<file path="src/rtl/mux_4_input_pkg.sv">
// Shared select codes and default data width for the 4:1 datapath word multiplexer.
package mux_4_input_pkg;

  localparam logic [1:0] SEL_A = 2'd0;
  localparam logic [1:0] SEL_B = 2'd1;
  localparam logic [1:0] SEL_C = 2'd2;
  localparam logic [1:0] SEL_D = 2'd3;

  localparam int unsigned DEFAULT_WIDTH = 16;

endpackage

</file>
<file path="src/rtl/mux_4_input_if.sv">
// Data/select bundle for mux_4_input; master drives the data words and select,
// slave returns the combinational and registered selection.
interface mux_4_input_if
  import mux_4_input_pkg::*;
#(
  parameter int unsigned WIDTH = DEFAULT_WIDTH
);

  logic [WIDTH-1:0] a;
  logic [WIDTH-1:0] b;
  logic [WIDTH-1:0] c;
  logic [WIDTH-1:0] d;
  logic [1:0]       ctrl;
  logic [WIDTH-1:0] out;
  logic [WIDTH-1:0] out_q;

  modport master (
    output a,
    output b,
    output c,
    output d,
    output ctrl,
    input  out,
    input  out_q
  );

  modport slave (
    input  a,
    input  b,
    input  c,
    input  d,
    input  ctrl,
    output out,
    output out_q
  );

endinterface

</file>
<file path="src/rtl/mux_4_input.sv">
// 4:1 word multiplexer: combinational selection on out, plus a one-cycle registered
// copy on out_q that is cleared asynchronously by rst_n.
module mux_4_input
  import mux_4_input_pkg::*;
#(
  parameter int unsigned WIDTH = DEFAULT_WIDTH
) (
  input  logic          clk,
  input  logic          rst_n,
  mux_4_input_if.slave  bus
);

  logic [WIDTH-1:0] sel_d;
  logic [WIDTH-1:0] sel_q;

  // An unknown select propagates X rather than silently falling back to a.
  always_comb begin
    sel_d = 'x;
    case (bus.ctrl)
      SEL_A:   sel_d = bus.a;
      SEL_B:   sel_d = bus.b;
      SEL_C:   sel_d = bus.c;
      SEL_D:   sel_d = bus.d;
      default: sel_d = 'x;
    endcase
  end

  always_ff @(posedge clk or negedge rst_n) begin
    if (!rst_n) begin
      sel_q <= '0;
    end else begin
      sel_q <= sel_d;
    end
  end

  assign bus.out   = sel_d;
  assign bus.out_q = sel_q;

endmodule

</file>
<file path="src/flat_wrapper.sv">
// flat-port wrapper written by rule: the top's interface ports become plain ports
module mux_4_input_flat import mux_4_input_pkg::*;
#(
  parameter int unsigned WIDTH = DEFAULT_WIDTH
)
  (clk, rst_n, bus_a, bus_b, bus_c, bus_d, bus_ctrl, bus_out, bus_out_q);
  mux_4_input_if #(.WIDTH(WIDTH)) bus_i ();
  input  logic clk;
  input  logic rst_n;
  input wire logic [$bits(bus_i.a)-1:0] bus_a;
  input wire logic [$bits(bus_i.b)-1:0] bus_b;
  input wire logic [$bits(bus_i.c)-1:0] bus_c;
  input wire logic [$bits(bus_i.d)-1:0] bus_d;
  input wire logic [$bits(bus_i.ctrl)-1:0] bus_ctrl;
  output wire logic [$bits(bus_i.out)-1:0] bus_out;
  output wire logic [$bits(bus_i.out_q)-1:0] bus_out_q;
  assign bus_i.a = bus_a;
  assign bus_i.b = bus_b;
  assign bus_i.c = bus_c;
  assign bus_i.d = bus_d;
  assign bus_i.ctrl = bus_ctrl;
  assign bus_out = bus_i.out;
  assign bus_out_q = bus_i.out_q;
  mux_4_input #(.WIDTH(WIDTH)) u_core (.clk(clk), .rst_n(rst_n), .bus(bus_i));
endmodule
</file>
<file path="config.mk">
export PLATFORM = sky130hd
export DESIGN_NAME = mux_4_input_flat
export DESIGN_NICKNAME = d
export VERILOG_FILES = /design/src/rtl/mux_4_input_pkg.sv /design/src/rtl/mux_4_input_if.sv /design/src/rtl/mux_4_input.sv /design/src/flat_wrapper.sv
export SDC_FILE = /design/constraint.sdc
export NUM_CORES = 1
export LEC_CHECK = 0
export BUFFER_PORTS_ARGS = -buffer_cell sky130_fd_sc_hd__buf_2
export CAP_MARGIN = 40
export CORE_MARGIN = 2
export CORE_UTILIZATION = 34
export CTS_CLUSTER_DIAMETER = 30
export DETAILED_ROUTE_END_ITERATION = 7
export PLACE_DENSITY = 0.84
export SYNTH_ARGS = -nofsm -noshare
export SYNTH_HDL_FRONTEND = slang
export SYNTH_SLANG_ARGS = --single-unit
</file>
<file path="constraint.sdc">
create_clock -name clk -period 2.3 [get_ports clk]
set_clock_uncertainty 0.15 [all_clocks]
set_input_delay 0.23 -clock clk [delete_from_list [all_inputs] [get_ports clk]]
set_output_delay 0.23 -clock clk [all_outputs]
set_load 0.1 [all_outputs]
</file>
==> results of run 1 <==
-- worst paths after layout --
kind / start / to / slack [ns] / depth (start not counted)
setup / recovery: bus_ctrl[0] / bus_out[5] / 0.31 / 4
hold / removal: bus_d[6] / u_core.bus.out_q[6] / 0.12 / 2
max in group asynchronous: rst_n / u_core.bus.out_q[5] / 1.52 / 2
min in group asynchronous: rst_n / u_core.bus.out_q[6] / 0.22 / 2
-- cells by family after synthesis --
kind of cell  synth area share [%]
mux                           46.4
flops                         48.6
buf+inv                       5.01
-- layout by cell type, fill, tap and decap left out, drive strengths merged --
master,n
dlygate4sd3,1
mux4,16
clkbuf,4
dfrtp,16
buf,100
-- power by group --
group          switching [uW]  leakage [uW]  internal (uW)
Combinational             506      0.000525            122
Clock                    89.5     0.0000210           96.4
Sequential               6.82      0.000186            309
Total                     602      0.000733            528
-- layout make-up --
class / count / area (um2)
sequential: 16 / 400
tap: 28 / 35.0
timing repair buffer: 101 / 513
clock buffer: 4 / 36.3
fill: 193 / 887
multi-input combinational: 16 / 383
-- per-layer routing --
layer | share of wire, % | vias to the layer above
met3 | 12 | 8
met4 | 2.7 | 0
met2 | 54 | 58
met1 | 31 | 375
li1 | - | 360
met5 | 0 | -
-- through the flow --
step	hold slack, ns	area [um2]	total power, uW	worst slack (ns)
4_1_cts	0.111	1370	1140	0.276
3_3_place_gp	-0.00296	1320	942	0.310
5_1_grt	0.116	1370	1170	0.222
2_1_floorplan	-0.216	825	829	0.471
6_report	0.122	1370	1130	0.307
3_5_place_dp	0.00832	1320	952	0.278
-- cell usage after synthesis --
cell | number | area (um2)
buf_6 | 1 | 11.3
mux4_1 | 6 | 158
buf_12 | 1 | 20.0
buf_2 | 2 | 10.0
dfrtp_1 | 16 | 400
mux4_2 | 10 | 225
-- what timing repair did --
item	CTS	global route
endpoints found under the hold margin	16	0
buffers inserted	0	0
hold buffers	1	0
==> results.py, run 1 <==
metrics = {
    "drt": {
        "routedWlPerCell_um": 16.4,
        "avgViaCountPerCell": 4.85,
        "drt_wl_total_um": 2710,
        "ant_nets": 0,
        "dr_total_vias": 801,
        "drcViolationCount": 0,
        "drt_first_pass_iters": 3,
        "drtIter0Drc": 3,
    },
    "global_routing": {
        "grtUsageTotal_pct": 20.4,
        "use_met2_pct": 38.9,
        "grt_busiest_layer": "met2",
        "grt_max_degree": 17,
        "met1_usage_pct": 19.2,
        "met3_usage_pct": 4.24,
        "grt_pass1_wl_um": 3930,
        "antenna_found_initial": 0,
        "grt_overflow": 0,
        "first_global_vias": 836,
    },
    "final_layout": {
        "drive_above_1_share_pct": 83.2,
        "area_growth_pct": 65.9,
        "layout.cells.non_filler": 165,
        "final_core_util_pct": 60.7,
        "diodes": 0,
        "largest_register_ffs": 16,
        "final_net_count": 206,
    },
    "power": {
        "ir_drop_mv": 0.490,
        "power_leakage_uw": 0.000733,
        "power_density_mw_per_mm2": 826,
    },
    "floorplan": {
        "coreArea_mm2": 0.00225,
        "fp.dieArea_mm2": 0.00284,
        "ios": 100,
        "die_y_um": 53.2,
        "die_w_um": 53.2,
        "start_util_pct": 36.6,
        "num_rows": 17,
    },
    "clocking": {
        "cts_tree": "yes",
        "cts_resized": 0,
        "clock_path_buffers": 2,
        "cts.sinks": 16,
        "path_clk_slew_ns": 0.10,
        "cts_htree_levels": 1,
        "cts_buffers": 3,
        "clockRootBuffer": "clkbuf_4",
    },
    "setup_path": {
        "critPathMaxStageDelay_ns": 0.51,
        "cp-end-kind": "output pin",
        "cp_slowest_cell": "mux4_2",
        "crit_buf_inv": 3,
        "crit_top_cell": "buf_2",
        "cp_cell_sequence": "buf_2, buf_4, mux4_2, buf_2",
        "cp_top_family": "buffers and inverters",
        "arrival_ns": 1.61,
        "path_class": "in -> out",
        "cp_max_fo": 14,
        "crit_required_ns": 1.92,
        "startpoint_type": "primary input",
    },
    "place": {
        "port-buffer-count": 99,
        "gp_congestion": 0.686,
        "dpl.hpwl_um": 2370,
        "placed_cells": 160,
    },
    "timing": {
        "fin_tns_setup_ns": 0,
        "rsz0062_at_grt": "false",
        "slew_headroom_pct": 66.9,
        "tightest_slew_ns": 0.500,
        "hold_viol": 0,
        "max_freq_mhz": 502,
        "drv_slew": 0,
        "setup_violations": 0,
        "fin_crit_ns": 1.99,
        "min_period_over_period_pct": 86.7,
    },
    "yosys": {
        "synth-seq-cells": 16,
        "syn_inst": 36,
        "yosys_warnings": 0,
        "yosysSeqAreaShare_pct": 48.6,
        "synth_cell_type_count": 6,
        "avgSynthCellArea_um2": 22.9,
        "synth_nets": 104,
        "syn_area_um2": 825,
    },
    "run": {
        "cap_viol_max_count": 0,
    },
    "worst_hold_path": {
        "min_path_type": "in -> reg",
    },
    "run_status": {
        "status": "complete, no violations",
    },
}
No activity file was read; power rests on OpenSTA's default activity.
==> run 2: changes to the inputs <==
--- a/config.mk
+++ b/config.mk
@@ -12,6 +12,7 @@
 export CTS_CLUSTER_DIAMETER = 30
 export DETAILED_ROUTE_END_ITERATION = 7
 export PLACE_DENSITY = 0.84
+export REMOVE_ABC_BUFFERS = 1
 export SYNTH_ARGS = -nofsm -noshare
 export SYNTH_HDL_FRONTEND = slang
 export SYNTH_SLANG_ARGS = --single-unit
==> run 2 against run 1 <==
Compared with the run above:
- power fell by 4.8%
- first-iteration DRC count rose by 130%
- cell count fell by 1.2%
- non-clock buffer count fell by 1
- fmax barely moved
- routed wire length fell by 7.9%
- sequential share of layout area rose by 0.46 points
- highest routed layer unchanged
- worst hold slack improved by 0.011 ns
- utilization fell by 0.94 points
- largest power group unchanged
==> results.py, run 2 (synthesis results as in run 1) <==
metrics = {
    "power": {
        "power_leakage_uw": 0.000721,
        "ir_drop_mv": 0.556,
        "power_density_mw_per_mm2": 799,
    },
    "floorplan": {
        "start_util_pct": 36.6,
        "ios": 100,
        "num_rows": 17,
        "die_w_um": 53.2,
        "die_y_um": 53.2,
        "coreArea_mm2": 0.00225,
        "fp.dieArea_mm2": 0.00284,
    },
    "clocking": {
        "clock_path_buffers": 2,
        "cts_tree": "yes",
        "cts_buffers": 3,
        "cts.sinks": 16,
        "clockRootBuffer": "clkbuf_4",
        "path_clk_slew_ns": 0.08,
        "post_cts_buffers": 0,
        "cts_htree_levels": 1,
    },
    "final_layout": {
        "diodes": 0,
        "drive_above_1_share_pct": 83.0,
        "area_growth_pct": 63.3,
        "final_net_count": 205,
        "largest_register_ffs": 16,
        "final_cell_mix": "buf_2, dfrtp_1, mux4_2",
        "layout_commonest_cell": "buf_2",
        "layout.cells.non_filler": 163,
        "postLayoutCellArea_mm2": 0.00135,
        "fillers": 188,
    },
    "drt": {
        "drcViolationCount": 0,
        "drt_first_pass_iters": 4,
        "avgViaCountPerCell": 4.82,
        "ant_nets": 0,
        "drt_wl_total_um": 2490,
        "dr_total_vias": 785,
        "routedWlPerCell_um": 15.3,
        "drtIter0Drc": 7,
    },
    "setup_path": {
        "startpoint_type": "primary input",
        "cp_max_fo": 16,
        "arrival_ns": 1.61,
        "cp-end-kind": "output pin",
        "crit_required_ns": 1.92,
        "path_class": "in -> out",
    },
    "timing": {
        "fin_crit_ns": 1.99,
        "min_period_over_period_pct": 86.7,
        "max_freq_mhz": 502,
        "whs_ns": 0.133,
        "hold_viol": 0,
        "rsz0062_at_grt": "false",
        "tightest_slew_ns": 0.501,
        "fin_tns_setup_ns": 0,
        "setup_violations": 0,
        "drv_slew": 0,
        "slew_headroom_pct": 66.9,
    },
    "run_status": {
        "status": "complete, no violations",
    },
    "place": {
        "gp_congestion": 0.619,
        "placed_cell_area_mm2": 0.00131,
        "port-buffer-count": 99,
        "placed_cells": 159,
    },
    "global_routing": {
        "first_global_vias": 807,
        "grt_max_degree": 17,
        "grtUsageTotal_pct": 17.2,
        "grt_overflow": 0,
        "antenna_found_initial": 0,
        "grt_pass1_wl_um": 3370,
    },
    "worst_hold_path": {
        "min_path_type": "in -> reg",
    },
    "run": {
        "cap_viol_max_count": 0,
    },
}
-- run 2: cell types whose count changed in the layout (fill, tap and decap cells not counted) --
cell	previous run	this run
buf_4	1	0
clkbuf_8	1	0
-- run 2: where the power goes --
| part | internal, uW | total (uW) | switching [uW] |
|---|---|---|---|
| Clock | 60.5 | 135 | 74.1 |
| Combinational | 121 | 625 | 504 |
| Sequential | 309 | 316 | 6.72 |
| Total | 491 | 1080 | 585 |
-- run 2: worst paths after layout --
kind                             start              endpoint  cells after the start
worst min-delay path          bus_d[0]   u_core.bus.out_q[0]                      2
worst max-delay path       bus_ctrl[0]           bus_out[14]                      3
max in group asynchronous        rst_n  u_core.bus.out_q[14]                      2
min in group asynchronous        rst_n   u_core.bus.out_q[5]                      2
-- run 2: critical path, stage by stage --
cell and delay (ns):
buf_2 0.39, mux4_1 0.66, buf_2 0.32
-- run 2: layout make-up --
| cell class | instances | area (um2) | share of cell area, % |
|---|---|---|---|
| clock buffer | 3 | 22.5 | 1.67 |
| multi-input combinational | 16 | 383 | 28.4 |
| tap | 28 | 35.0 | 2.60 |
| sequential | 16 | 400 | 29.7 |
| timing repair buffer | 100 | 505 | 37.5 |
-- run 2: timing repair --
action | in CTS | in global routing
hold buffers | 1 | 0
endpoints found under the hold margin | 16 | 0
endpoints found under the setup margin | 0 | 0
resized for setup | 0 | 0
-- run 2: metrics by stage --
stage / setup slack, ns / total power [uW] / utilization [%]
global route: 0.246 / 1110 / 59.7
floorplan: 0.607 / 813 / -
detailed placement: 0.282 / 949 / 58.3
finish: 0.307 / 1080 / 59.7
global placement: 0.345 / 939 / 58.3
CTS: 0.279 / 1090 / 59.7
-- run 2: per-layer routing --
layer	routed length (um)	share of wire, %	up-vias	global-route usage, %
met5	0	0	-	0
met4	56	2.2	0	12.8
met3	286	11	6	3.39
met2	1370	55	57	32.1
met1	778	31	365	16.0
li1	-	-	357	-
